[src/rtl/noc_pkg.sv]
// Shared types for the NoC port buffer: flit type, read-side framing states
// and the packet queue type used by verification code.
package noc_pkg;

   localparam int FLIT_WIDTH_DEFAULT = 16;

   typedef logic [FLIT_WIDTH_DEFAULT-1:0] flit_t;

   typedef enum logic [1:0] {
      HEADER  = 2'd0,
      LEN     = 2'd1,
      PAYLOAD = 2'd2
   } frame_state_t;

   typedef flit_t packet_t [$];

endpackage

[src/rtl/noc_fifo.sv]
// First-word-fall-through storage with wrapping pointers and an occupancy count.
// The caller guarantees push only when not full and pop only when not empty.
module noc_fifo #(
   parameter int W     = 16,
   parameter int DEPTH = 8
) (
   input  logic                       clk_i,
   input  logic                       rst_ni,
   input  logic                       push_i,
   input  logic                       pop_i,
   input  logic [W-1:0]               wdata_i,
   output logic [W-1:0]               rdata_o,
   output logic [$clog2(DEPTH):0]     count_o
);

   localparam int AW = $clog2(DEPTH);

   logic [W-1:0]  mem_q [DEPTH];
   logic [AW-1:0] wr_ptr_q, wr_ptr_d;
   logic [AW-1:0] rd_ptr_q, rd_ptr_d;
   logic [AW:0]   count_q,  count_d;

   always_comb begin
      wr_ptr_d = push_i ? wr_ptr_q + 1'b1 : wr_ptr_q;
      rd_ptr_d = pop_i  ? rd_ptr_q + 1'b1 : rd_ptr_q;
      count_d  = count_q;
      case ({push_i, pop_i})
         2'b10:   count_d = count_q + 1'b1;
         2'b01:   count_d = count_q - 1'b1;
         default: count_d = count_q;
      endcase
   end

   always_ff @(posedge clk_i) begin
      if (!rst_ni) begin
         wr_ptr_q <= '0;
         rd_ptr_q <= '0;
         count_q  <= '0;
         for (int i = 0; i < DEPTH; i++) mem_q[i] <= '0;
      end else begin
         if (push_i) mem_q[wr_ptr_q] <= wdata_i;
         wr_ptr_q <= wr_ptr_d;
         rd_ptr_q <= rd_ptr_d;
         count_q  <= count_d;
      end
   end

   // Storage is reset, so the head read is never X even when empty.
   assign rdata_o = mem_q[rd_ptr_q];
   assign count_o = count_q;

endmodule

[src/rtl/noc_port_buffer.sv]
// One credit-based NoC input-port lane: FIFO plus read-side packet framing,
// delivered-packet counter and a sticky overrun flag.
module noc_port_buffer
   import noc_pkg::*;
#(
   parameter int FLIT_WIDTH = FLIT_WIDTH_DEFAULT,
   parameter int DEPTH      = 8,
   parameter int CNT_WIDTH  = 16
) (
   input  logic                       clock,
   input  logic                       reset,
   input  logic                       rx,
   input  logic [FLIT_WIDTH-1:0]      data_in,
   output logic                       credit_o,
   output logic                       tx,
   output logic [FLIT_WIDTH-1:0]      data_out,
   input  logic                       credit_i,
   output logic                       sop,
   output logic                       eop,
   output logic [$clog2(DEPTH):0]     occupancy,
   output logic [CNT_WIDTH-1:0]       pkt_count,
   output logic                       proto_err
);

   localparam int          AW       = $clog2(DEPTH);
   localparam logic [AW:0] FULL_CNT = (AW+1)'(DEPTH);

   logic                  push, pop;
   frame_state_t          state_q, state_d;
   logic [FLIT_WIDTH-1:0] remain_q, remain_d;
   logic [CNT_WIDTH-1:0]  pkt_count_q;
   logic                  proto_err_q;

   assign credit_o = (occupancy != FULL_CNT);
   assign tx       = (occupancy != '0);
   assign push     = rx && credit_o;
   assign pop      = tx && credit_i;

   noc_fifo #(
      .W     (FLIT_WIDTH),
      .DEPTH (DEPTH)
   ) u_fifo (
      .clk_i   (clock),
      .rst_ni  (reset),
      .push_i  (push),
      .pop_i   (pop),
      .wdata_i (data_in),
      .rdata_o (data_out),
      .count_o (occupancy)
   );

   always_ff @(posedge clock) begin
      if (!reset) begin
         state_q  <= HEADER;
         remain_q <= '0;
      end else begin
         state_q  <= state_d;
         remain_q <= remain_d;
      end
   end

   // Framing advances only on pops; the head flit drives all decisions.
   always_comb begin
      state_d  = state_q;
      remain_d = remain_q;
      if (pop) begin
         unique case (state_q)
            HEADER: state_d = LEN;
            LEN: begin
               remain_d = data_out;
               state_d  = (data_out == '0) ? HEADER : PAYLOAD;
            end
            PAYLOAD: begin
               remain_d = remain_q - 1'b1;
               if (remain_q == FLIT_WIDTH'(1)) state_d = HEADER;
            end
            default: state_d = HEADER;
         endcase
      end
   end

   always_comb begin
      sop = 1'b0;
      eop = 1'b0;
      if (tx) begin
         unique case (state_q)
            HEADER:  sop = 1'b1;
            LEN:     eop = (data_out == '0);
            PAYLOAD: eop = (remain_q == FLIT_WIDTH'(1));
            default: ;
         endcase
      end
   end

   always_ff @(posedge clock) begin
      if (!reset) begin
         pkt_count_q <= '0;
         proto_err_q <= 1'b0;
      end else begin
         if (pop && eop)      pkt_count_q <= pkt_count_q + 1'b1;
         if (rx && !credit_o) proto_err_q <= 1'b1;
      end
   end

   assign pkt_count = pkt_count_q;
   assign proto_err = proto_err_q;

endmodule

[config.mk]
export PLATFORM = sky130hd
export DESIGN_NAME = noc_port_buffer
export DESIGN_NICKNAME = d
export VERILOG_FILES = /design/src/rtl/noc_pkg.sv /design/src/rtl/noc_fifo.sv /design/src/rtl/noc_port_buffer.sv
export SDC_FILE = /design/constraint.sdc
export NUM_CORES = 1
export LEC_CHECK = 0
export CAP_MARGIN = 0
export CELL_PAD_IN_SITES_DETAIL_PLACEMENT = 0
export CELL_PAD_IN_SITES_GLOBAL_PLACEMENT = 1
export CORE_ASPECT_RATIO = 1.75
export CORE_MARGIN = 2
export CORE_UTILIZATION = 40
export DETAILED_ROUTE_END_ITERATION = 12
export DONT_BUFFER_PORTS = 1
export PLACE_DENSITY = 0.68
export REMOVE_ABC_BUFFERS = 1
export SETUP_SLACK_MARGIN = 0.02
export SLEW_MARGIN = 25
export SYNTH_ARGS = -nofsm -noshare
export SYNTH_HDL_FRONTEND = slang
export SYNTH_SLANG_ARGS = --single-unit
[constraint.sdc]
create_clock -name clock -period 3.1 [get_ports clock]
set_input_delay 0.62 -clock clock [delete_from_list [all_inputs] [get_ports clock]]
set_output_delay 0.62 -clock clock [all_outputs]
set_load 0.01 [all_outputs]
# Word-level counts from Yosys, hierarchy flattened
# Memory sizes are Yosys's and may differ from the RTL's. A register that Yosys moved wholly into a read port is not among the register bits.
# Index checks and enable logic that the tools add are counted.
[totals] regBits=45 ram_bits=128 in_bits=20 output_inout_bits=41 elab_cells=52 mem_count=1
[memory_table] memory="u_fifo.mem_q" depth=8 width=16 read_ports=1 rd_clocked_by_memory_dff=1 wr=8 line="noc_fifo.sv:18" text="logic [W-1:0] mem_q [DEPTH];"
[op_classes] add_sub_neg=6 n_eq_ne=7 mux=18 reduce_logical=13
[op_table] cell="case mux 16 bit (2 select lines)" count=1
[op_table] cell="adder 16 x 1 -> 16 bit, second input constant" count=1
[op_table] cell="== test 16 x 1 -> 1 bit, second input constant" count=1
[op_table] cell="zero test 16 bit" count=1
[op_table] cell="2-to-1 mux 16 bit" count=1
[op_table] cell="OR reduction 16 bit" count=1
[op_table] cell="subtractor 16 x 1 -> 16 bit, second input constant" count=1
[op_table] cell="2-to-1 mux 3 bit" count=3
[op_table] cell="2-to-1 mux 1 bit" count=8
[op_table] cell="case mux 4 bit (2 select lines)" count=1
[op_table] cell="adder 3 x 1 -> 3 bit, second input constant" count=2
[op_table] cell="case mux 2 bit (3 select lines)" count=1
[op_table] cell="adder 4 x 1 -> 4 bit, second input constant" count=1
[op_table] cell="== test 2 x 1 -> 1 bit, second input constant" count=2
[op_table] cell="== test 2 bit, second input constant" count=2
[op_table] cell="logical AND 1 bit" count=4
[op_table] cell="2-to-1 mux 2 bit" count=2
[op_table] cell="inequality test 4 bit, second input constant" count=1
[op_table] cell="AND reduction 2 bit" count=2
[op_table] cell="nonzero test 2 bit" count=2
[op_table] cell="nonzero test 4 bit" count=1
[op_table] cell="subtractor 4 x 1 -> 4 bit, second input constant" count=1
[op_table] cell="zero test 2 bit" count=1
[op_table] cell="inequality test 2 bit, second input constant" count=1
[op_table] cell="2 further kinds" count=2

# Longest topological paths before layout
[depth] word_depth=7 ltp_mapped=12

# Hierarchy
# A second synthesis with hierarchy kept.
[unflattened] hier_cells=683 area_unflattened_um2=8635.8
[modules_own_cells] mod="noc_fifo" n_inst=1 cells_per_inst=400 area_each_um2=6465.0 seq_area_each_um2=4103.9
[modules_own_cells] mod="noc_port_buffer" n_inst=1 cells_per_inst=283 area_each_um2=2170.8 seq_area_each_um2=700.7

# Worst setup path after synthesis
# OpenSTA, ideal clock, no wires.
[synth_path] kind="flip-flop to output port" start="register (tool-made name)" end="output port eop" arrival_time_ns=2.625 setup_slack_ns=-0.145 path_stages_with_launch=10 n_path_buf=3 cell_sequence="dfxtp_1 buf_6 buf_12 buf_6 mux4_2 mux2_2 nand4b_1 or4_1 o21ai_0 and3_1"
[synth_lines] element="to (decl)" line="noc_port_buffer.sv:19" text="output logic eop,"

==> out/results.ini <==
[finish]
areaGrowthSynthToFinish_pct = 19.54
final_util = 0.4894
final_cells = 995
drive_gt1_frac = 0.2236
antennaDiodeCount = 0
fin_nets = 766
fillCellCount = 1791

[clock_tree]
cts_inserted_buffers = 17
root_buffer = clkbuf_16
cts_max_path_buffers = 2
clk_pin_slew_ps = 70
cts_tree = built
clock_latency_ps = 420
clkSinkCount = 176
htreeDepth = 4

[route]
wirelength_um = 22130
ant_nets = 0
drt-pass1-iter-count = 11
drc = 7
vias = 5553
detail_route.wl_per_cell_um = 22.24
drt-initial-drc-count = 278
vias_per_cell = 5.581

[placement]
dp.cells = 951
gp_congestion = 0.8022
io_buffers = 0
dp_hpwl_um = 14610

[global_routing]
antenna_found_initial = 0
grt_usage = 0.2046
grt_pass1_wl_um = 33700
grt_pass1_vias = 5960
grt_max_degree = 41
overflow = 0

[setup_path]
required_ps = 2480
worst-path-max-fanout = 7
cp_slowest_cell = mux4_1
max_stage_delay_ps = 570
path_class = reg -> out
r2r_cells = 10
rrSetupSlack_ps = -450
cp.arrival_ps = 3090
path_common_cell = or4_4
start_kind = register
path_cells = mux4_1 -> mux2_2 -> or4_4 -> or4_4 -> o21ai_1 -> and3_4
crit_path_end_kind = primary output
reg2reg_to = pkt_count[2]$_SDFFE_PN0P_

[logic_synthesis]
synth_top_area_frac = 0.4608
synth.area.top_cells = edfxtp_1, dfxtp_1, and2_1, mux4_2, mux4_1
ys_ff_latch = 176
synthArstFlopShare = 0
yosysSeqAreaShare = 0.5760
synth_warnings = 0
netlist_top_cells_count = and2_1, edfxtp_1, dfxtp_1
ys.flop_type = edfxtp_1
syn_inst = 672
avgSynthCellArea_um2 = 12.41
synth_cell_types = 50
yosys.cell_count.top_type = and2_1
yosys.area.top_type = edfxtp_1
syn_area_um2 = 8342
synth_edf_count = 128

[sta]
timing.final.ws_setup_ps = -607.9
fin_crit_ps = 3708
worst_pin_slew_ps = 788.9
slew-limit-headroom = 0.4740
hold_violations = 0
rsz0062_at_grt = yes
skew_ps = 8.542
max_freq_mhz = 269.7
maxSlewViolCount = 0
period_share = 1.196
setup_viol = 10

[die]
start_util = 0.4094
rows = 69
die_x_um = 113.2
ios = 61
core_um2 = 20370
die_h_um = 195.0
die_area_um2 = 22070

[flow_run]
drv_cap = 0

[power_and_ir_drop]
power_per_cell_area_nw_per_um2 = 681.5
power.total_mw = 6.796
power_leakage_nw = 3.713
ir_drop_uv = 410.9

[status]
status = finished with violations
violations = design-rule violations, negative setup slack

[min_path]
hold_path_end = pkt_count[12]$_SDFFE_PN0P_
min_path_cells = 1
hold_path.class = in -> reg
min_from = reset

==> cell usage in the layout, fill, tap and decap left out, types with 6 or more instances in the layout <==
master	n
o21ai_0	18
o21ai_1	15
ha_1	11
nand2b_1	6
buf_4	62
buf_6	10
a21oi_1	24
mux4_1	9
mux2i_1	14
mux4_2	21
nand2_1	27
o22ai_1	6
dfxtp_1	47
nor2_1	40
and2_1	131
edfxtp_1	128
or3_1	8
nor3_1	10
a21oi_2	6
nand3_1	8
clkbuf_16	17
or3_4	6
inv_1	25
==> metrics by stage <==
stage	instance area (um2)	TNS (ps)	setup slack, ps	hold slack [ps]
2_1_floorplan	8180	-19450	-1265	458.9
3_3_place_gp	9030	-1852	-299.0	476.7
3_5_place_dp	9030	-2419	-317.5	490.7
4_1_cts	9894	-7888	-605.9	297.8
5_1_grt	9972	-3466	-687.9	310.0
6_report	9972	-2438	-607.9	308.4
==> repair_timing <==
action	4_1_cts	5_1_grt
setup buffers	13	4
hold endpoints to repair	0	0
endpoints found under the setup margin	16	18
gates cloned	2	0
pin swaps	11	21
gates resized for setup	29	23
hold buffers	0	0
==> power by group <==
group          switching, mW  internal [mW]  total [mW]
registers              0.127           2.70        2.83
clock network          0.933           1.28        2.21
logic                  0.949          0.803        1.75
==> metal layers <==
metal  vias to the layer above  share of wire  track usage
met3                        55          0.045      0.03662
met2                       163           0.57       0.3968
met5                         -              0            0
met4                         0          0.042       0.1025
met1                      2758           0.34       0.2025
li1                       2577              -            -
==> worst max-delay path by stage <==
stage	from	to	slack, ps	depth (start not counted)
2_1_floorplan	register	eop	-1260	6
5_1_grt	register	eop	-690	7
3_5_place_dp	register	eop	-320	7
6_report	register	eop	-610	6
4_1_cts	register	eop	-610	7
3_3_place_gp	register	pkt_count[2]$_SDFFE_PN0P_	-300	9
==> registers in the layout, indices dropped and copies added (netlist names), named ones only <==
name,cells
u_fifo.rd_ptr_q,3
u_fifo.mem_q,128
u_fifo.wr_ptr_q,3
u_fifo.count_o,4
proto_err,1
pkt_count,16
state_q,2
remain_q,16
==> kinds of logic after synthesis <==
logic type               Yosys count  synth area share
buffers and inverters             59           0.03060
XOR/XNOR                           9          0.009449
flip-flops                       176            0.5760
multiplexers                      56            0.1177
adder cells (fa/ha/maj)           12           0.01890
AND/OR/NAND/NOR                  262            0.1780
AO/OA/AOI/OAI                     98           0.06930
==> worst max-delay path: cells and delay by family, from the launching register on <==
kind,cells,cell delay (ps)
mux,2,880
compound gates,1,140
flops,1,420
simple gates,3,1210
==> layout make-up <==
class                           instances  area (um2)  area share
Clock inverter                         15       181.4     0.01819
Tap cell                              248       310.3     0.03112
Clock buffer                           17       425.4     0.04266
Inverter                               25       93.84    0.009410
Timing Repair Buffer                   77       678.2     0.06801
Sequential cell                       176        4808      0.4822
Multi-Input combinational cell        437        3475      0.3484
No activity file was read; power rests on OpenSTA's default activity.
